**src/rtl/fifo_uart_tx_pkg.sv**
```systemverilog
// Shared definitions for the FIFO-fed serial transmitter: FSM encoding,
// parameter defaults and the idle line level.
package fifo_uart_tx_pkg;

    localparam int unsigned DEF_DATA_WIDTH   = 8;
    localparam int unsigned DEF_CLKS_PER_BIT = 16;
    localparam int unsigned DEF_PARITY_EN    = 0;
    localparam int unsigned DEF_STOP_BITS    = 1;

    localparam logic IDLE_LEVEL = 1'b1;

    typedef enum logic [2:0] {
        ST_IDLE   = 3'd0,
        ST_POP    = 3'd1,
        ST_LOAD   = 3'd2,
        ST_START  = 3'd3,
        ST_DATA   = 3'd4,
        ST_PARITY = 3'd5,
        ST_STOP   = 3'd6
    } state_t;

    // Counter width able to hold 0..n-1, never less than one bit.
    function automatic int unsigned cnt_width(input int unsigned n);
        return (n > 1) ? $clog2(n) : 1;
    endfunction

endpackage

```
**src/rtl/fifo_uart_tx_baud_gen.sv**
```systemverilog
// Bit-period counter: bit_tick is high in the last clock of every
// CLKS_PER_BIT-clock period; clear restarts the period from zero.
module fifo_uart_tx_baud_gen
    import fifo_uart_tx_pkg::*;
#(
    parameter int unsigned CLKS_PER_BIT = DEF_CLKS_PER_BIT
) (
    input  logic clock,
    input  logic reset,
    input  logic clear,
    output logic bit_tick,
    output logic pre_tick_c
);

    localparam int unsigned CW = cnt_width(CLKS_PER_BIT);
    localparam logic [CW-1:0] LAST = CW'(CLKS_PER_BIT - 1);

    logic [CW-1:0] count;
    logic [CW-1:0] count_next;

    // pre_tick_c flags that the coming clock is the last of the bit period.
    always_comb begin
        count_next = count + CW'(1);
        if (clear || (count == LAST)) begin
            count_next = '0;
        end
        pre_tick_c = (count_next == LAST);
    end

    always_ff @(posedge clock or posedge reset) begin
        if (reset) begin
            count    <= '0;
            bit_tick <= 1'b0;
        end else begin
            count    <= count_next;
            bit_tick <= pre_tick_c;
        end
    end

endmodule

```
**src/rtl/fifo_uart_tx.sv**
```systemverilog
// Drains bytes from an sfifo read port and sends each as an async serial
// frame: start, data LSB first, optional even parity, one or two stops.
module fifo_uart_tx
    import fifo_uart_tx_pkg::*;
#(
    parameter int unsigned DATA_WIDTH   = DEF_DATA_WIDTH,
    parameter int unsigned CLKS_PER_BIT = DEF_CLKS_PER_BIT,
    parameter int unsigned PARITY_EN    = DEF_PARITY_EN,
    parameter int unsigned STOP_BITS    = DEF_STOP_BITS
) (
    input  logic                  clock,
    input  logic                  reset,
    input  logic                  enable,
    input  logic [DATA_WIDTH-1:0] fifo_data,
    input  logic                  fifo_empty,
    output logic                  fifo_read_n,
    output logic                  tx,
    output logic                  busy,
    output logic                  frame_done
);

    localparam int unsigned BW = cnt_width(DATA_WIDTH);
    localparam logic [BW-1:0] LAST_BIT = BW'(DATA_WIDTH - 1);
    localparam logic LAST_STOP = (STOP_BITS > 1);

    state_t                state;
    state_t                state_next;
    logic [DATA_WIDTH-1:0] shreg;
    logic [DATA_WIDTH-1:0] shreg_next;
    logic [BW-1:0]         bit_cnt;
    logic [BW-1:0]         bit_cnt_next;
    logic                  parity;
    logic                  parity_next;
    logic                  stop_cnt;
    logic                  stop_cnt_next;
    logic                  tx_next;
    logic                  read_n_next;
    logic                  busy_next;
    logic                  done_next;
    logic                  baud_clear_c;
    logic                  bit_tick;
    logic                  pre_tick_c;

    // Restart the bit period in LOAD so the start bit gets its full length.
    assign baud_clear_c = (state == ST_LOAD);

    fifo_uart_tx_baud_gen #(
        .CLKS_PER_BIT(CLKS_PER_BIT)
    ) u_baud (
        .clock     (clock),
        .reset     (reset),
        .clear     (baud_clear_c),
        .bit_tick  (bit_tick),
        .pre_tick_c(pre_tick_c)
    );

    // Outputs are registered from next-state values so each lands on the
    // same edge as the state it belongs to.
    always_comb begin
        state_next    = state;
        shreg_next    = shreg;
        bit_cnt_next  = bit_cnt;
        parity_next   = parity;
        stop_cnt_next = stop_cnt;
        tx_next       = tx;
        done_next     = 1'b0;

        case (state)
            ST_IDLE: begin
                tx_next = IDLE_LEVEL;
                if (enable && !fifo_empty) begin
                    state_next = ST_POP;
                end
            end
            ST_POP: begin
                state_next = ST_LOAD;
            end
            ST_LOAD: begin
                shreg_next    = fifo_data;
                parity_next   = ^fifo_data;
                bit_cnt_next  = '0;
                stop_cnt_next = 1'b0;
                tx_next       = ~IDLE_LEVEL;
                state_next    = ST_START;
            end
            ST_START: begin
                if (bit_tick) begin
                    tx_next    = shreg[0];
                    state_next = ST_DATA;
                end
            end
            ST_DATA: begin
                if (bit_tick) begin
                    if (bit_cnt == LAST_BIT) begin
                        if (PARITY_EN != 0) begin
                            tx_next    = parity;
                            state_next = ST_PARITY;
                        end else begin
                            tx_next    = IDLE_LEVEL;
                            state_next = ST_STOP;
                        end
                    end else begin
                        shreg_next   = shreg >> 1;
                        tx_next      = shreg_next[0];
                        bit_cnt_next = bit_cnt + BW'(1);
                    end
                end
            end
            ST_PARITY: begin
                if (bit_tick) begin
                    tx_next    = IDLE_LEVEL;
                    state_next = ST_STOP;
                end
            end
            ST_STOP: begin
                // Arm the done pulse one clock early so it sits on the final stop clock.
                if ((stop_cnt == LAST_STOP) && pre_tick_c) begin
                    done_next = 1'b1;
                end
                if (bit_tick) begin
                    if (stop_cnt == LAST_STOP) begin
                        state_next = ST_IDLE;
                    end else begin
                        stop_cnt_next = 1'b1;
                    end
                end
            end
            default: begin
                state_next = ST_IDLE;
                tx_next    = IDLE_LEVEL;
            end
        endcase

        read_n_next = (state_next != ST_POP);
        busy_next   = (state_next != ST_IDLE);
    end

    always_ff @(posedge clock or posedge reset) begin
        if (reset) begin
            state       <= ST_IDLE;
            shreg       <= '0;
            bit_cnt     <= '0;
            parity      <= 1'b0;
            stop_cnt    <= 1'b0;
            tx          <= IDLE_LEVEL;
            fifo_read_n <= 1'b1;
            busy        <= 1'b0;
            frame_done  <= 1'b0;
        end else begin
            state       <= state_next;
            shreg       <= shreg_next;
            bit_cnt     <= bit_cnt_next;
            parity      <= parity_next;
            stop_cnt    <= stop_cnt_next;
            tx          <= tx_next;
            fifo_read_n <= read_n_next;
            busy        <= busy_next;
            frame_done  <= done_next;
        end
    end

endmodule

```
**config.mk**
```make
export PLATFORM = sky130hd
export DESIGN_NAME = fifo_uart_tx
export DESIGN_NICKNAME = d
export VERILOG_FILES = /design/src/rtl/fifo_uart_tx_pkg.sv /design/src/rtl/fifo_uart_tx_baud_gen.sv /design/src/rtl/fifo_uart_tx.sv
export SDC_FILE = /design/constraint.sdc
export NUM_CORES = 1
export LEC_CHECK = 0
export ABC_AREA = 1
export CAP_MARGIN = 20
export CORE_MARGIN = 2
export CORE_UTILIZATION = 35
export CTS_BUF_LIST = sky130_fd_sc_hd__clkbuf_8 sky130_fd_sc_hd__clkbuf_16
export DETAILED_ROUTE_END_ITERATION = 6
export SETUP_SLACK_MARGIN = 0.02
export SLEW_MARGIN = 5
export SYNTH_ARGS = -nofsm -noshare
export SYNTH_HDL_FRONTEND = slang
export SYNTH_SLANG_ARGS = --single-unit
```
**constraint.sdc**
```tcl
create_clock -name clock -period 1.65 [get_ports clock]
set_input_delay 0.165 -clock clock [delete_from_list [all_inputs] [get_ports clock]]
set_output_delay 0.165 -clock clock [all_outputs]
set_load 0.01 [all_outputs]
```
==> summary.md <==
| Metric | Value |
|---|---|
| Status | `finished, final reports clean` |
| Clock Pin Slew Worst Setup and Hold Paths | `about 80 ps` |
| Leakage | `0.843 nW` |
| DIE HEIGHT | `65.0 µm` |
| Global-route wire length before repair | `4.17 mm` |
| Pre-CTS WS | `~100 ps` |
| Setup repair bufs after CTS | `0` |
| Crit path required time | `1480 ps` |
| Antenna-violating nets left | `0` |
| Crit path cell chain | `clkdlybuf4s50_1` |
| 1st-pass router iterations | `4` |
| Yosys warns | `0` |
| Final setup vio count | `0` |
| Total grt overflow | `0` |
| Wire per inst | `10.4 µm` |
| Total track usage | `0.126` |
| Setup TNS | `0 ps` |
| Netlist cell types | `24` |
| Ant. Diodes | `0` |
| VDD IR max | `0.266 mV` |
| HP Class | `in -> async` |
| Compound-Gate Fraction of Synth Area | `0.0288` |
| 1st-iter DRT viols | `around 130` |
| Largest family of logic cells by synthesized area | `simple AND/OR/NAND/NOR gates` |
| Clk Latency, worst-skew pair | `260 ps` |
| Die Area | `~4200 µm²` |
| DP Wirelength | `between 1.5 and 2 mm` |
| Synth area leader | `dfrtp_1` |
| Number of synthesized register bits | `24` |
| Max cap viols | `0` |
| Via density | `4.58` |
| Adder-cell share of the synthesized area | `0.0288` |
| CTS buffer count | `3` |
| Die Span X | `65.0 µm` |
| Vias in the first global route | `999` |
| PwrDens | `744 nW/µm²` |
| CTS tree | `done` |
| Starting Density | `0.361` |
| Area share of and/or/nand/nor cells after synthesis | `0.378` |
| Mean post-synth cell area | `slightly above 8 µm²` |
| Worst-margin pin slew | `316 ps` |
| Crit path kind | `reg -> out` |
| Grt peak-use layer | `met2` |
| Root Buffer | `clkbuf_8` |
| Core area | `3610 µm²` |
| RSZ-0062 raised after global routing | `no` |
| Critical path peak fanout | `2` |
| # DRC | `0` |
| Post-synth top area share | `0.423` |
| Clock skew | `2.30 ps` |
| # IOs | `16` |
| Routed vias | `1030` |
| Top post-synthesis cells by area | `dfrtp_1 42%, nand2_1 16%, nand3_1 7.3%, inv_1 5.2%, dfstp_2 4.0%` |
| Initial antenna violation count | `0` |
| Met2 GRT Util | `0.207` |
| CP Launch Type | `flip-flop` |
| Register area share after synthesis | `0.463` |
| CP max-delay cell | `dfstp_2` |
| Hold_buf cts | `0` |
| Rows | `22` |
| Family with the most delay on the worst path | `flip-flops` |
| Commonest non-fill, non-tap cell in the layout | `nand2_1` |
| Post-synthesis cell count | `159` |
| Critical Path AT | `1320 ps` |
| Cell area after synthesis | `1300 µm²` |
| GP Congestion | `0.874` |
| CTS H-tree depth | `1` |
| CP Buf/Inv Count | `1` |
| Final worst path period share | `0.898` |
| Fmax | `0.675 GHz` |
| Normalized max-slew margin | `0.789` |
| Synth Area in XOR/XNOR | `0.00673` |
| Clk sinks | `24` |
| Tmin final | `1480 ps` |
| Met3 global-route usage | `0.0226` |
| Most used cells in the layout excluding fill and tap cells | `54 x nand2_1, 22 x dfrtp_1, 19 x nand3_1, 18 x inv_1, 15 x clkdlybuf4s50_1` |
| Total Nets Final | `approximately 190` |
| CP peak stage delay | `530 ps` |
| Layout area overhead | `21.2%` |
| Final hold vios | `0` |
| Crit end category | `output pin` |
| Largest net degree at the start of global routing | `25` |
| Share of layout cells above drive strength 1 | `0.141` |
| Final Max Tran Viols | `0` |
| Met1 Use GR | `0.162` |
| Syn nets | `174` |
| Mux contribution to synthesized area | `0` |
| Hold Slack | `239 ps` |
| Port-buffer cells | `15` |
| Maximum clock path buffer count | `2` |
| Worst setup margin | `168 ps` |
| Routed WL | `~2.4 mm` |
| Reg2reg setup slack | `190 ps` |
==> state kept, by name, summed over array words and instances, names as in the netlist, 3 cells and up <==
signal	cells
state	3
shreg	8
u_baud.count	4
bit_cnt	3
==> stage by stage <==
stage,power (mW),cells,util,instance area [µm²]
CTS,1.19,225,0.434,1560
finish,1.17,225,0.437,1580
floorplan,0.638,159,-,1300
detailed placement,0.675,221,0.414,1490
global placement,0.674,221,0.414,1490
global route,1.23,225,0.437,1580
==> metal layers <==
metal / vias up / share of wire
met1: 476 / 0.46
met2: 18 / 0.50
met5: - / 0
met4: 0 / 0.013
met3: 2 / 0.032
li1: 534 / -
==> report_power, final <==
| group | internal (mW) | total (mW) | leakage (nW) | switching, mW |
|---|---|---|---|---|
| Clock | 0.324 | 0.510 | 0.0357 | 0.186 |
| Combinational | 0.0335 | 0.0585 | 0.533 | 0.0250 |
| Sequential | 0.599 | 0.604 | 0.274 | 0.00520 |
| Total | 0.956 | 1.17 | 0.843 | 0.216 |
==> cell families (layout without fill, tap and decap cells) <==
group / after synthesis / after routing
AND/OR/NAND/NOR: 100 / 100
buffers and inverters: 25 / 43
flip-flops: 24 / 24
AO/OA/AOI/OAI: 6 / 6
adder cells (fa/ha/maj): 3 / 3
XOR/XNOR: 1 / 1
==> final timing paths <==
path,to,startpoint,cells past startpoint
max in group asynchronous,fifo_read_n,reset,3
setup reg to reg,busy,bit_cnt[0],8
hold / removal,shreg[6],reset,3
hold reg to reg,bit_cnt[0],bit_cnt[0],1
min in group clock,fifo_read_n,enable,2
setup / recovery,tx,tx,1
==> worst min-delay path, cell delays in order <==
cell	delay (ps)
clkdlybuf4s50_1	390
inv_1	50
buf_4	300
==> cell usage after synthesis <==
master,count
nand2_1,54
dfrtp_1,22
nand3_1,19
inv_1,18
nor2_1,10
nand4_1,4
buf_6,3
ha_1,3
nand2_2,3
o21ai_0,3
dfstp_2,2
inv_2,2
nand2_4,2
nand3_4,2
nor2_2,2
nor2_4,2
a21oi_1,1
buf_4,1
inv_4,1
nand3_2,1
nor3_2,1
o211a_1,1
o21bai_1,1
xor2_1,1
==> area by class of cell <==
| type | instances | area (µm²) |
|---|---|---|
| Fill cell | 362 | 2030 |
| Sequential cell | 24 | 603 |
| Multi-Input combinational cell | 110 | 588 |
| Timing Repair Buffer | 18 | 173 |
| Inverter | 21 | 81.3 |
| Tap cell | 48 | 60.1 |
| Clock buffer | 3 | 41.3 |
| Clock inverter | 1 | 30.0 |
==> timing repair <==
item                                   in CTS  in global routing
resized for setup                           0                  2
setup endpoints to repair                   0                  8
endpoints found under the hold margin       0                  0
(Power assumes the default switching activity.)
